[src/rtl/plab5_mcore_mem_arbiter.sv]
// plab5_mcore_mem_arbiter
//   Shares one val/rdy memory port among p_num_ports requesters. Requests are
//   granted round-robin and forwarded with zero latency; the index of every
//   granted port is queued in an in-order tracker FIFO so that memory
//   responses (which return in request order) are steered back to the port
//   that issued them. Message contents pass through untouched.
//
//   Optional feature: define PLAB5_MCORE_MEM_ARB_STATS_EN to add the
//   stall_count output, a saturating count of cycles in which at least one
//   requester was valid but no request was accepted.
module plab5_mcore_mem_arbiter #(
    parameter int p_num_ports        = 4,
    parameter int p_mem_opaque_nbits = 8,
    parameter int p_mem_addr_nbits   = 32,
    parameter int p_mem_data_nbits   = 32,
    parameter int p_max_outstanding  = 4,
    // Memory message widths: type(3) + opaque + addr + len + data for
    // requests, type(3) + opaque + test(2) + len + data for responses.
    localparam int rq = 3 + p_mem_opaque_nbits + p_mem_addr_nbits
                        + $clog2(p_mem_data_nbits / 8) + p_mem_data_nbits,
    localparam int rs = 3 + p_mem_opaque_nbits + 2
                        + $clog2(p_mem_data_nbits / 8) + p_mem_data_nbits
) (
    input  logic                      clk,
    input  logic                      reset,

    input  logic [rq*p_num_ports-1:0] req_in_msg,
    input  logic [p_num_ports-1:0]    req_in_val,
    output logic [p_num_ports-1:0]    req_in_rdy,

    output logic [rs*p_num_ports-1:0] resp_out_msg,
    output logic [p_num_ports-1:0]    resp_out_val,
    input  logic [p_num_ports-1:0]    resp_out_rdy,

    output logic [rq-1:0]             mem_req_msg,
    output logic                      mem_req_val,
    input  logic                      mem_req_rdy,

    input  logic [rs-1:0]             mem_resp_msg,
    input  logic                      mem_resp_val,
    output logic                      mem_resp_rdy
`ifdef PLAB5_MCORE_MEM_ARB_STATS_EN
    ,
    output logic [31:0]               stall_count
`endif
);

    localparam int ptr_w = (p_num_ports > 1) ? $clog2(p_num_ports) : 1;
    localparam int trk_w = $clog2(p_max_outstanding);
    localparam int cnt_w = trk_w + 1;

    // Round-robin priority pointer and the combinational grant decision.
    logic [ptr_w-1:0]       rr_ptr;
    logic [p_num_ports-1:0] grant;
    logic [ptr_w-1:0]       winner;
    logic                   any_val;

    // In-order tracker of granted port indices.
    logic [ptr_w-1:0]       trk_mem [p_max_outstanding];
    logic [trk_w-1:0]       trk_wr_ptr;
    logic [trk_w-1:0]       trk_rd_ptr;
    logic [cnt_w-1:0]       trk_count;
    logic                   trk_full;
    logic                   trk_empty;
    logic [ptr_w-1:0]       head;

    logic                   req_fire;
    logic                   resp_fire;

    assign any_val   = |req_in_val;
    assign trk_full  = (trk_count == cnt_w'(p_max_outstanding));
    assign trk_empty = (trk_count == '0);
    assign head      = trk_mem[trk_rd_ptr];

    // A full tracker blocks every grant, even if a response pops this cycle.
    assign mem_req_val = any_val && !trk_full;
    assign req_fire    = mem_req_val && mem_req_rdy;
    assign resp_fire   = mem_resp_val && mem_resp_rdy;

    // Pick the first valid port at or after rr_ptr, wrapping to port 0.
    always_comb begin
        logic found;
        // NOTE: every combinational output gets a default first so no path
        // leaves it unassigned; a missing default would infer a latch.
        grant  = '0;
        winner = '0;
        found  = 1'b0;
        for (int i = 0; i < p_num_ports; i++) begin
            if (!found && req_in_val[i] && (i >= int'(rr_ptr))) begin
                grant[i] = 1'b1;
                winner   = ptr_w'(i);
                found    = 1'b1;
            end
        end
        for (int i = 0; i < p_num_ports; i++) begin
            if (!found && req_in_val[i]) begin
                grant[i] = 1'b1;
                winner   = ptr_w'(i);
                found    = 1'b1;
            end
        end
    end

    // Only the winner sees rdy, and only when the memory and tracker can take it.
    always_comb begin
        req_in_rdy = '0;
        if (mem_req_rdy && !trk_full)
            req_in_rdy = grant;
    end

    // Forward the winner's request message unmodified.
    always_comb begin
        mem_req_msg = '0;
        for (int i = 0; i < p_num_ports; i++) begin
            if (grant[i])
                mem_req_msg = req_in_msg[i*rq +: rq];
        end
    end

    // Every response field carries the memory response; only the head port is valid.
    assign resp_out_msg = {p_num_ports{mem_resp_msg}};

    // Steer the response handshake to the port at the head of the tracker.
    always_comb begin
        resp_out_val = '0;
        mem_resp_rdy = 1'b0;
        if (!trk_empty) begin
            for (int i = 0; i < p_num_ports; i++) begin
                if (int'(head) == i) begin
                    resp_out_val[i] = mem_resp_val;
                    mem_resp_rdy    = resp_out_rdy[i];
                end
            end
        end
    end

    // Advance the priority pointer past the port that was just served.
    always_ff @(posedge clk or negedge reset) begin
        // NOTE: sequential state uses non-blocking assignments so every
        // register samples values from before the clock edge.
        if (!reset)
            rr_ptr <= '0;
        else if (req_fire)
            rr_ptr <= (int'(winner) == p_num_ports - 1) ? '0 : winner + 1'b1;
    end

    // Tracker pointers and occupancy; pointers wrap naturally at the power-of-two depth.
    always_ff @(posedge clk or negedge reset) begin
        if (!reset) begin
            trk_wr_ptr <= '0;
            trk_rd_ptr <= '0;
            trk_count  <= '0;
        end else begin
            if (req_fire)
                trk_wr_ptr <= trk_wr_ptr + 1'b1;
            if (resp_fire)
                trk_rd_ptr <= trk_rd_ptr + 1'b1;
            case ({req_fire, resp_fire})
                2'b10:   trk_count <= trk_count + 1'b1;
                2'b01:   trk_count <= trk_count - 1'b1;
                default: ;
            endcase
        end
    end

    // Record the granted port index at the write pointer.
    always_ff @(posedge clk) begin
        // NOTE: the storage array is deliberately not reset; trk_count alone
        // says which entries are live, so stale contents are never read.
        if (req_fire)
            trk_mem[trk_wr_ptr] <= winner;
    end

`ifdef PLAB5_MCORE_MEM_ARB_STATS_EN
    // Count cycles with pending requests but no grant, saturating at all ones.
    always_ff @(posedge clk or negedge reset) begin
        if (!reset)
            stall_count <= '0;
        else if (any_val && !req_fire && (stall_count != '1))
            stall_count <= stall_count + 32'd1;
    end
`endif

endmodule

[config.mk]
export PLATFORM = sky130hd
export DESIGN_NAME = plab5_mcore_mem_arbiter
export DESIGN_NICKNAME = d
export VERILOG_FILES = /design/src/rtl/plab5_mcore_mem_arbiter.sv
export SDC_FILE = /design/constraint.sdc
export NUM_CORES = 1
export LEC_CHECK = 0
export ABC_AREA = 1
export BUFFER_PORTS_ARGS = -buffer_cell sky130_fd_sc_hd__buf_2
export CORE_AREA = 3 3 250 252
export DETAILED_ROUTE_END_ITERATION = 6
export DIE_AREA = 0 0 253 255
export GPL_TIMING_DRIVEN = 1
export SLEW_MARGIN = 20
export SYNTH_ARGS = -nofsm -noshare
export SYNTH_HDL_FRONTEND = slang
export SYNTH_SLANG_ARGS = --single-unit
[constraint.sdc]
create_clock -name clk -period 3.98 [get_ports clk]
set_clock_uncertainty 0.05 [all_clocks]
set_input_delay 0.995 -clock clk [delete_from_list [all_inputs] [get_ports clk]]
set_output_delay 0.995 -clock clk [all_outputs]
set_load 0.02 [all_outputs]
==> Yosys cells after proc, flatten, opt, wreduce, memory -nomap -nowiden <==
Memories as Yosys holds them, arrays and structs flattened.
Cells that the tools add are included.
{ "totals": {"regBits": 9, "elab_cells": 86, "n_memories": 1, "ram_bits": 8, "output_inout_bits": 275, "inputBits": 367} }
{ "op_classes": {"reduce_logical": 26, "eq_ne": 7, "order_cmp": 3, "add_sub_neg": 5, "mux": 40} }
{ "mem_list": {"columns": ["memory", "words", "word_bits", "rd", "rd_clocked_by_memory_dff", "write_ports", "line", "text"], "rows": [
  ["trk_mem", 4, 2, 1, 0, 1, "59", "logic [ptr_w-1:0] trk_mem [p_max_outstanding];"]
]} }
{ "op_table": {"columns": ["op", "count"], "rows": [
  ["77-bit two-way mux", 4],
  ["1-bit two-way mux", 26],
  ["1-bit logical AND", 14],
  ["2-bit two-way mux", 7],
  ["1-bit zero test", 8],
  ["4-bit two-way mux", 2],
  ["2-bit by 1-bit adder with 2-bit output (second input constant)", 3],
  ["2-bit by 1-bit == test with 1-bit output (second input constant)", 3],
  ["2-bit == test (second input constant)", 3],
  ["3-bit one-hot mux with 2 select lines", 1],
  ["1-bit by 2-bit greater-or-equal comparator with 1-bit output (first input constant)", 2],
  ["4-bit OR reduction", 1],
  ["3-bit by 1-bit adder with 3-bit output (second input constant)", 1],
  ["3-bit == test (second input constant)", 1],
  ["3-bit zero test", 1],
  ["3-bit by 1-bit subtractor with 3-bit output (second input constant)", 1],
  ["2-bit greater-or-equal comparator (first input constant)", 1],
  ["2-bit zero test", 1],
  ["2-bit nonzero test", 1]
]} }

==> Logic depth before layout (Yosys ltp) <==
Gate-level depths: netlist (run 1).
{ "depth": {"ltp_word": 28, "ltp_mapped": 17} }

==> Least setup slack after synthesis (run 1) <==
Ideal clock, no wire load.
{ "synth_timing": {"path_kind": "input to output", "startpoint": "input port req_in_val[1]", "endpoint": "output port mem_req_msg[56]", "t_required_ps": 2935, "stages": 11, "n_path_buf": 2, "slack_ps": 898, "arrival_time_ps": 2037, "path_cell_list": "inv_2 nor2_1 inv_2 nand2_4 nor2_4 nand2_2 nand2_2 buf_6 buf_2 nand2_1 nand4_1"} }
{ "synth_via": {"elab_chain_cells": 23, "elab_cells_between_ends": 32, "cone_classes": "17 x mux; 15 x reduce/logical"} }
{ "synth_rtl": {"columns": ["item", "line", "text"], "rows": [
  ["from (decl)", "28", "input logic [p_num_ports-1:0] req_in_val,"],
  ["1-bit logical AND (2 in series)", "89", "if (!found && req_in_val[i] && (i >= int'(rr_ptr))) begin"],
  ["1-bit two-way mux", "89", null],
  ["1-bit zero test", "89", null],
  ["1-bit logical AND (2 in series)", "89", null],
  ["1-bit two-way mux", "89", null],
  ["1-bit zero test", "89", null],
  ["1-bit logical AND", "89", null],
  ["1-bit two-way mux", "89", null],
  ["(+5 left out)", null, null],
  ["1-bit two-way mux", "96", "if (!found && req_in_val[i]) begin"],
  ["1-bit zero test", "96", null],
  ["1-bit logical AND", "96", null],
  ["1-bit two-way mux", "96", null],
  ["1-bit zero test", "96", null],
  ["1-bit logical AND", "96", null],
  ["1-bit two-way mux", "96", null],
  ["77-bit two-way mux (*)", "115", "if (grant[i])"],
  ["to (decl)", "35", "output logic [rq-1:0] mem_req_msg,"]
]} }
Mark *: on every way between the ends. The rest lies on a longest branch, timed or not.

==> Final worst setup path (run 1) <==
{ "layout_timing": {"startpoint": "input port req_in_val[1]", "endpoint": "output port mem_req_msg[75]"} }
Same word-level chain as after synthesis.

==> flow_summary_export.csv, run 1 <==
group,metric,value,unit
synthesis,ys_seq_elements,17,
synthesis,yosysUniqueCellTypes,28,
power_and_ir_drop,power_density,513,nW/um2
synthesis,synth-edff-count,8,
worst_hold_path,hold_class,"reg -> reg",
sta,worst-slew-pin-transition,402,ps
critical_path,endpoint_kind,"output port",
clocking,post_cts_resize_count,0,
power_and_ir_drop,clkPwrFrac,6.7,%
finish,syn_to_final_growth,37.9,%
power_and_ir_drop,p_int,1230,uW
status,status,"completed",
placement,placedCellCount,1726,
drt,drc,0,
clocking,clock_latency,250,ps
clocking,h-tree-depth,1,
synthesis,yosysTopAreaCellShare,32.8,%
placement,gp_congestion,0.841,
clocking,cts_made_buffers,3,
finish,nets,1322,
clocking,cts_buffer_depth,2,
sta,finalMaxSlewViolations,0,
drt,drt-vias-per-instance,3.19,
clocking,hold_buffers,0,
drt,wl,28.0,mm
floorplanning,top_level_ports,642,
power_and_ir_drop,combinationalPowerShare,82.9,%
clocking,clkSinkCount,17,
finish,fin_util,9.98,%
synthesis,avgSynthCellArea,5.83,um2
drt,drt_pre_antenna_iters,6,
synthesis,synth_area_leaders,"buf_4 33%, nand2_1 30%, nand4_1 11%",
floorplanning,rows,90,
global_routing,grt_pass1_vias,5371,
floorplanning,dieArea,64500,um2
sta,post-route-period-util,91.4,%
sta,rsz0062_at_grt,"false",
power_and_ir_drop,seqPwrFrac,10.4,%
global_routing,grt_pass1_wl,36.1,mm
synthesis,ys_seq_area_share,10.7,%
critical_path,critPathRequiredTime,2930,ps
synthesis,syn_nets,1122,
critical_path,start_kind,"input pin",
sta,tns,0,ps
clocking,cts_setup_buffers,0,
power_and_ir_drop,switchingPower,1860,uW
power_and_ir_drop,power.leakage,0.00298,uW
finish,regArea,465,um2
placement,portBuffers,406,
finish,multi_input_area,2200,um2
drt,vias,5544,
synthesis,yosysTopAreaCell,"buf_4",
run,cap_violations,0,
placement,hpwl,24.8,mm
sta,relSlewSlack,73.2,%
finish,stdcell_count,1740,
synthesis,syn_inst,749,
critical_path,worstPathMaxFanout,24,
sta,hold_viol_final,0,
synthesis,yosysMostFrequentCell,"nand2_1",
floorplanning,die_height,255,um
synthesis,synth_warnings,0,
floorplanning,dieWidth,253,um
floorplanning,start_util,7.23,%
clocking,cts_tree,"done",
synthesis,synthTopCellsByCount,"347 x nand2_1, 191 x buf_4, 79 x nand4_1",
global_routing,gr-total-overflow,0,
finish,n_fill_cell,7190,
sta,fmax,275,MHz
power_and_ir_drop,vdd_drop_max,0.000177,V
drt,routedWlPerCell,16.1,um
synthesis,ys_async_sr_fraction,52.9,%
power_and_ir_drop,swShare,60.1,%
global_routing,grt_max_degree,57,
clocking,cts-root-buf,"clkbuf_16",
global_routing,track_usage,7.93,%
critical_path,arrival,2590,ps
finish,drive_gt1_share,45.9,%
synthesis,synth_area,4370,um2
sta,final-setup-viol-count,0,
global_routing,grt_antenna_before_repair,27,
clocking,clk_pin_slew_worst_paths,50,ps
floorplanning,coreArea,60400,um2
critical_path,path_class,"in -> out",
drt,drt_iter0_drc,248,
synthesis,synth_flop_cell,"dfrtp_1",
sta,period_minus_slack,3640,ps
drt,drtAntennaViolNets,0,
==> power groups by stage <==
| stage | Combinational, uW | Sequential, uW | Clock, uW |
|---|---|---|---|
| after floorplan | 1900 | 291 | 0 |
| after global placement | 2590 | 325 | 0 |
| after detailed placement | 2590 | 326 | 0 |
| after CTS | 2600 | 324 | 211 |
| after global routing | 2820 | 334 | 220 |
| final | 2560 | 322 | 206 |
==> stage by stage <==
stage,worst slack (ps),instance area (um2),total power (uW),hold WS [ps]
after floorplan,898,4370,2190,396
after global placement,378,5910,2910,414
after detailed placement,363,5910,2910,415
after CTS,358,6000,3130,427
after global routing,192,6010,3370,444
final,343,6020,3090,424
==> kinds of logic (layout without fill, tap and decap cells) <==
family	Yosys count	count (layout)	synth area share, %
fa+ha+maj	6	6	1.89
compound gates	9	9	1.09
other cells	0	10	0
xor+xnor	4	4	0.802
flops	17	17	10.7
buf+inv	248	447	39.2
simple gates	465	465	46.3
==> registers in the layout (all words and copies together), names as in the netlist <==
name and flops:
trk_wr_ptr 2, trk_mem 8, trk_rd_ptr 2, trk_count 3
rr_ptr 2
==> final timing paths <==
check | cells after the start | end | startpoint | slack, ps
max in group asynchronous | 1 | trk_count[1] | reset | 3140
min | 1 | trk_count[0] | trk_count[0] | 420
min in group asynchronous | 1 | trk_wr_ptr[1] | reset | 550
min reg2reg | 1 | trk_count[0] | trk_count[0] | 420
max reg2reg | 16 | trk_count[2] | trk_rd_ptr[0] | 1320
max | 12 | mem_req_msg[75] | req_in_val[1] | 340
==> layout by cell type (no fill, tap or decap), types with 5 or more instances in the layout <==
master	synthesis	routed
buf_2	21	406
buf_4	191	8
nor2_1	13	13
nand3_1	12	12
diode_2	0	10
dfrtp_1	9	9
nand2_1	347	347
inv_1	22	22
ha_1	5	5
nand2_4	2	5
edfxtp_1	8	8
nand4_1	79	79
==> layout make-up <==
type                    count  area share (%)
multi-input cells         484            36.6
repair buffers            418            36.1
well taps                 782            16.3
flip-flops and latches     17            7.73
inverters                  25            1.56
clock buffers               3            1.25
diodes                     10           0.416
clock inverters             1           0.125
==> per-layer routing <==
| metal | global-route usage [%] | vias up | part of all wire, % |
|---|---|---|---|
| met3 | 3.81 | 105 | 13 |
| met5 | 0.586 | - | 0.22 |
| met1 | 7.80 | 2387 | 35 |
| met2 | 14.0 | 429 | 47 |
| met4 | 3.72 | 10 | 5.1 |
| li1 | - | 2613 | - |
==> worst max-delay path, cell delays in order <==
cell and delay [ps]:
buf_2 120, inv_2 80, nor2_1 60, inv_2 80
nand2_4 60, nor2_4 130, nand4_2 160, nand2_4 110
buf_4 330, nand2_1 90, nand4_1 120, buf_2 180
Note: power is estimated with default switching activity, not from simulation.
==> run 2: changes to the inputs <==
Settings changed: CAP_MARGIN set to 20, CELL_PAD_IN_SITES_DETAIL_PLACEMENT set to 0, CELL_PAD_IN_SITES_GLOBAL_PLACEMENT set to 1, CORE_AREA 3 3 250 252 to 3 3 247 249, DIE_AREA 0 0 253 255 to 0 0 250 252, PLACE_DENSITY_LB_ADDON set to 0.1.
==> run 2 against run 1 <==
Sequential cell count is the same; non-clock buffer count grew 3; routed wire length shrank 7.4%; first-iteration DRC count shrank 2.8%; maximum frequency grew 0.13%; sequential power shrank 2%; critical endpoint is now mem_req_msg[27]; highest routed layer unchanged; count of clock-buffer cells in the layout is the same; largest cell class is now buffers; sequential share of layout area is essentially flat; register-to-register slack lost 30 ps; final cell count shrank 0.86%.
==> flow_summary_export.csv, run 2 (same netlist as run 1, synthesis figures left out) <==
group,metric,value,unit
sta,fmax,275,MHz
clocking,cts_buffer_depth,2,
finish,final_cell_mix,"406 x buf_2, 347 x nand2_1, 79 x nand4_1",
status,status,"completed",
placement,gp_congestion,0.769,
sta,finalMaxSlewViolations,0,
critical_path,arrival,2590,ps
clocking,clk_pin_slew_worst_paths,50,ps
global_routing,grt_pass1_vias,5867,
critical_path,endpoint_kind,"output port",
critical_path,critPathRequiredTime,2930,ps
sta,hold_viol_final,0,
global_routing,track_usage,7.65,%
global_routing,grt_max_degree,54,
clocking,cts_made_buffers,3,
drt,drc,0,
global_routing,gr-total-overflow,0,
clocking,clkSinkCount,17,
drt,drt_pre_antenna_iters,4,
sta,worst-slew-pin-transition,351,ps
clocking,post_cts_resize_count,0,
finish,syn_to_final_growth,38.7,%
sta,relSlewSlack,76.6,%
floorplanning,top_level_ports,642,
sta,rsz0062_at_grt,"false",
power_and_ir_drop,vdd_drop_max,0.000142,V
placement,dp_slack,325,ps
global_routing,grt_antenna_before_repair,5,
critical_path,worstPathCellList,"buf_2 -> inv_2 -> nor2_1 -> inv_2 -> nand2_4 -> nor2_4 -> nand4_2 -> nand2_4 -> buf_12 -> nand2_1 -> nand4_1 -> buf_2",
finish,largest_reg_flops,8,
floorplanning,dieArea,63000,um2
finish,reg_top3,"trk_mem x8, trk_count x3",
critical_path,crit_start,"req_in_val[1]",
floorplanning,start_util,7.41,%
drt,drtAntennaViolNets,0,
worst_hold_path,hold_depth,1,
placement,placedCellCount,1720,
finish,final_common_cell,"buf_2",
global_routing,grt_pass1_wl,37.2,mm
sta,period_minus_slack,3630,ps
floorplanning,coreArea,58900,um2
drt,wl,26.0,mm
finish,drive_gt1_share,46.1,%
power_and_ir_drop,power.leakage,0.00301,uW
clocking,hold_buffers,0,
drt,vias,5300,
critical_path,worstPathMaxFanout,47,
sta,tns,0,ps
finish,fin_util,10.3,%
critical_path,slowest_stage,"buf_12",
floorplanning,dieWidth,250,um
sta,post-route-period-util,91.3,%
clocking,cts-root-buf,"clkbuf_16",
finish,nets,1325,
clocking,cts_setup_buffers,0,
power_and_ir_drop,power_density,519,nW/um2
placement,hpwl,21.8,mm
sta,final-setup-viol-count,0,
sta,worst_hold_slack,425,ps
floorplanning,die_height,252,um
floorplanning,rows,89,
worst_hold_path,hold_class,"reg -> reg",
drt,routedWlPerCell,15.1,um
sta,setup_slack,348,ps
critical_path,path_class,"in -> out",
worst_hold_path,hp-start,"trk_count[0]",
critical_path,critPathMaxStageDelay,230,ps
drt,drt-vias-per-instance,3.07,
clocking,cts_tree,"done",
drt,drt_iter0_drc,241,
finish,stdcell_count,1725,
clocking,h-tree-depth,1,
run,cap_violations,0,
critical_path,start_kind,"input pin",
placement,portBuffers,406,
clocking,clock_latency,250,ps
critical_path,regToRegStartpoint,"trk_rd_ptr[0]",
finish,regMostFlops,"trk_mem",
critical_path,r2r_cells,16,
==> run 2: cell types whose count changed in the layout (fill, tap and decap cells not counted), sizes merged <==
cell | previous run | this run
diode | 10 | 1
buf | 418 | 421
clkinvlp | 1 | 0
clkinv | 0 | 1
==> run 2: layout make-up <==
| class | count | area, um2 |
|---|---|---|
| clock buffers | 3 | 75.1 |
| clock inverters | 1 | 5.00 |
| flip-flops and latches | 17 | 465 |
| well taps | 773 | 967 |
| multi-input cells | 484 | 2200 |
| fillers | 7053 | 52900 |
| inverters | 25 | 93.8 |
| diodes | 1 | 2.50 |
| repair buffers | 421 | 2240 |
==> run 2: worst paths after layout <==
path	endpoint	slack [ps]
max	mem_req_msg[27]	350
min in group asynchronous	trk_count[1]	560
max reg2reg	trk_count[2]	1290
min	trk_count[0]	420
min reg2reg	trk_count[0]	420
max in group asynchronous	trk_wr_ptr[0]	3110
==> run 2: through the flow <==
step | cell area, um2 | total power (uW)
CTS | 6050 | 3280
finish | 6060 | 3140
floorplan | 4370 | 2190
global route | 6060 | 3480
global placement | 5970 | 3120
detailed placement | 5970 | 3060
==> run 2: per-layer routing <==
metal  global-route usage [%]  share of wire, %  up-vias
met1                     8.40                38     2320
met2                     14.2                51      350
met4                    0.940               1.2        2
met5                        0             0.050        -
li1                         -                 -     2603
met3                     3.01               9.9       25
==> run 2: where the power goes <==
part | leakage [uW] | total [uW] | switching [uW] | internal, uW
Sequential | 0.000181 | 316 | 52.3 | 264
Combinational | 0.00279 | 2620 | 1740 | 879
Clock | 0.0000409 | 202 | 67.9 | 134
==> run 2: worst max-delay path, delay by kind of cell <==
| family | cells | cell delay [ps] |
|---|---|---|
| and+or+nand+nor | 7 | 830 |
| buffers and inverters | 5 | 670 |
==> run 3: changes to the inputs <==
Settings changed: MAX_ROUTING_LAYER set to met4.
==> run 3 against run 2 <==
Utilization about the same; sequential cell count unchanged; first-iteration DRC count fell by 1.7%; combinational power barely moved; global-route usage grew 0.23 points; via count grew 0.25%; final area about the same; non-clock buffer count stayed put; sequential share of layout area about the same; final cell count hardly changed; critical endpoint unchanged; total power about the same.
==> flow_summary_export.csv, run 3 (same netlist as run 1, synthesis figures left out) <==
group,metric,value,unit
status,status,"completed",
global_routing,track_usage,7.87,%
global_routing,grt_max_degree,54,
global_routing,grt_pass1_vias,5935,
floorplanning,coreArea,58900,um2
finish,syn_to_final_growth,38.8,%
floorplanning,rows,89,
finish,final_common_cell,"buf_2",
sta,finalMaxSlewViolations,0,
placement,hpwl,21.8,mm
critical_path,critPathRequiredTime,2930,ps
drt,drt_iter0_drc,237,
global_routing,use_met2,14.3,%
drt,vias,5313,
worst_hold_path,hold_depth,1,
sta,worst-slew-pin-transition,360,ps
critical_path,start_kind,"input pin",
floorplanning,top_level_ports,642,
clocking,post_cts_resize_count,0,
sta,fmax,276,MHz
placement,gp_congestion,0.780,
finish,n_fill_cell,7052,
clocking,cts-root-buf,"clkbuf_16",
drt,routedWlPerCell,15.0,um
clocking,cts_buffer_depth,2,
clocking,hold_buffers,0,
sta,worst_hold_slack,422,ps
critical_path,endpoint_kind,"output port",
floorplanning,dieWidth,250,um
power_and_ir_drop,power.leakage,0.00301,uW
global_routing,top_usage_layer,"met2",
critical_path,worstPathMaxFanout,47,
global_routing,grt_antenna_before_repair,5,
critical_path,arrival,2580,ps
drt,drt_pre_antenna_iters,4,
floorplanning,die_height,252,um
global_routing,grtUsageMet3,2.66,%
worst_hold_path,hold_class,"reg -> reg",
placement,portBuffers,406,
global_routing,grt_pass1_wl,36.9,mm
power_and_ir_drop,power_density,518,nW/um2
clocking,cts_made_buffers,3,
finish,largest_reg_flops,8,
placement,placedCellCount,1720,
critical_path,path_class,"in -> out",
floorplanning,start_util,7.41,%
clocking,h-tree-depth,1,
global_routing,gr-usage-met1,8.60,%
drt,drtAntennaViolNets,0,
drt,drt-vias-per-instance,3.08,
finish,drive_gt1_share,46.1,%
floorplanning,dieArea,63000,um2
placement,dp_slack,325,ps
drt,wl,25.9,mm
sta,period_minus_slack,3620,ps
clocking,clk_pin_slew_worst_paths,60,ps
run,cap_violations,0,
sta,post-route-period-util,91.1,%
finish,stdcell_count,1726,
sta,tns,0,ps
clocking,clkSinkCount,17,
finish,fin_util,10.3,%
clocking,cts_tree,"done",
power_and_ir_drop,vdd_drop_max,0.000139,V
drt,drc,0,
sta,relSlewSlack,76.0,%
sta,hold_viol_final,0,
clocking,cts_setup_buffers,0,
global_routing,gr-total-overflow,0,
sta,setup_slack,356,ps
finish,final_cell_mix,"406 x buf_2, 347 x nand2_1, 79 x nand4_1",
clocking,clock_latency,250,ps
sta,rsz0062_at_grt,"false",
finish,regMostFlops,"trk_mem",
finish,nets,1325,
finish,reg_top3,"trk_mem x8, trk_count x3",
sta,final-setup-viol-count,0,
critical_path,r2r_cells,16,
==> run 3: cell type report <==
class	count	area (um2)	share of cell area, %
clock buffer	3	75.1	1.24
antenna	2	5.00	0.0826
clock inverter	1	5.00	0.0826
sequential	17	465	7.68
tap	773	967	16.0
multi-input combinational	484	2200	36.4
inverter	25	93.8	1.55
timing repair buffer	421	2240	37.0
==> run 3: critical path, stage by stage <==
cell and delay (ps):
buf_2 120, inv_2 70, nor2_1 60, inv_2 80, nand2_4 60, nor2_4 130, nand4_2 170, nand2_4 130
buf_12 230, nand2_1 150, nand4_1 120, buf_2 170
==> run 3: metal layers <==
metal  share of wire (%)  vias up  wire [um]
met4                 1.1        0        296
met3                 9.3       23       2410
li1                    -     2605          -
met5                   0        -          0
met2                  51      351      13400
met1                  38     2334       9890
==> run 3: worst paths after layout <==
check / from / end / slack, ps
worst max-delay path: req_in_val[1] / mem_req_msg[27] / 360
worst min-delay path: trk_count[0] / trk_count[0] / 420
worst max register to register: trk_rd_ptr[0] / trk_count[2] / 1290
worst min register to register: trk_count[0] / trk_count[0] / 420
max in group asynchronous: reset / trk_wr_ptr[1] / 3120
min in group asynchronous: reset / trk_count[1] / 550
==> run 3: where the power goes <==
group          switching, uW  total (uW)  internal (uW)
sequential              51.7         316            264
clock                   69.5         204            134
combinational           1740        2620            879
==> run 3: metrics by stage <==
stage	power [uW]	area, um2
floorplan	2190	4370
global placement	3120	5970
finish	3140	6060
CTS	3280	6050
global route	3490	6060
detailed placement	3060	5970
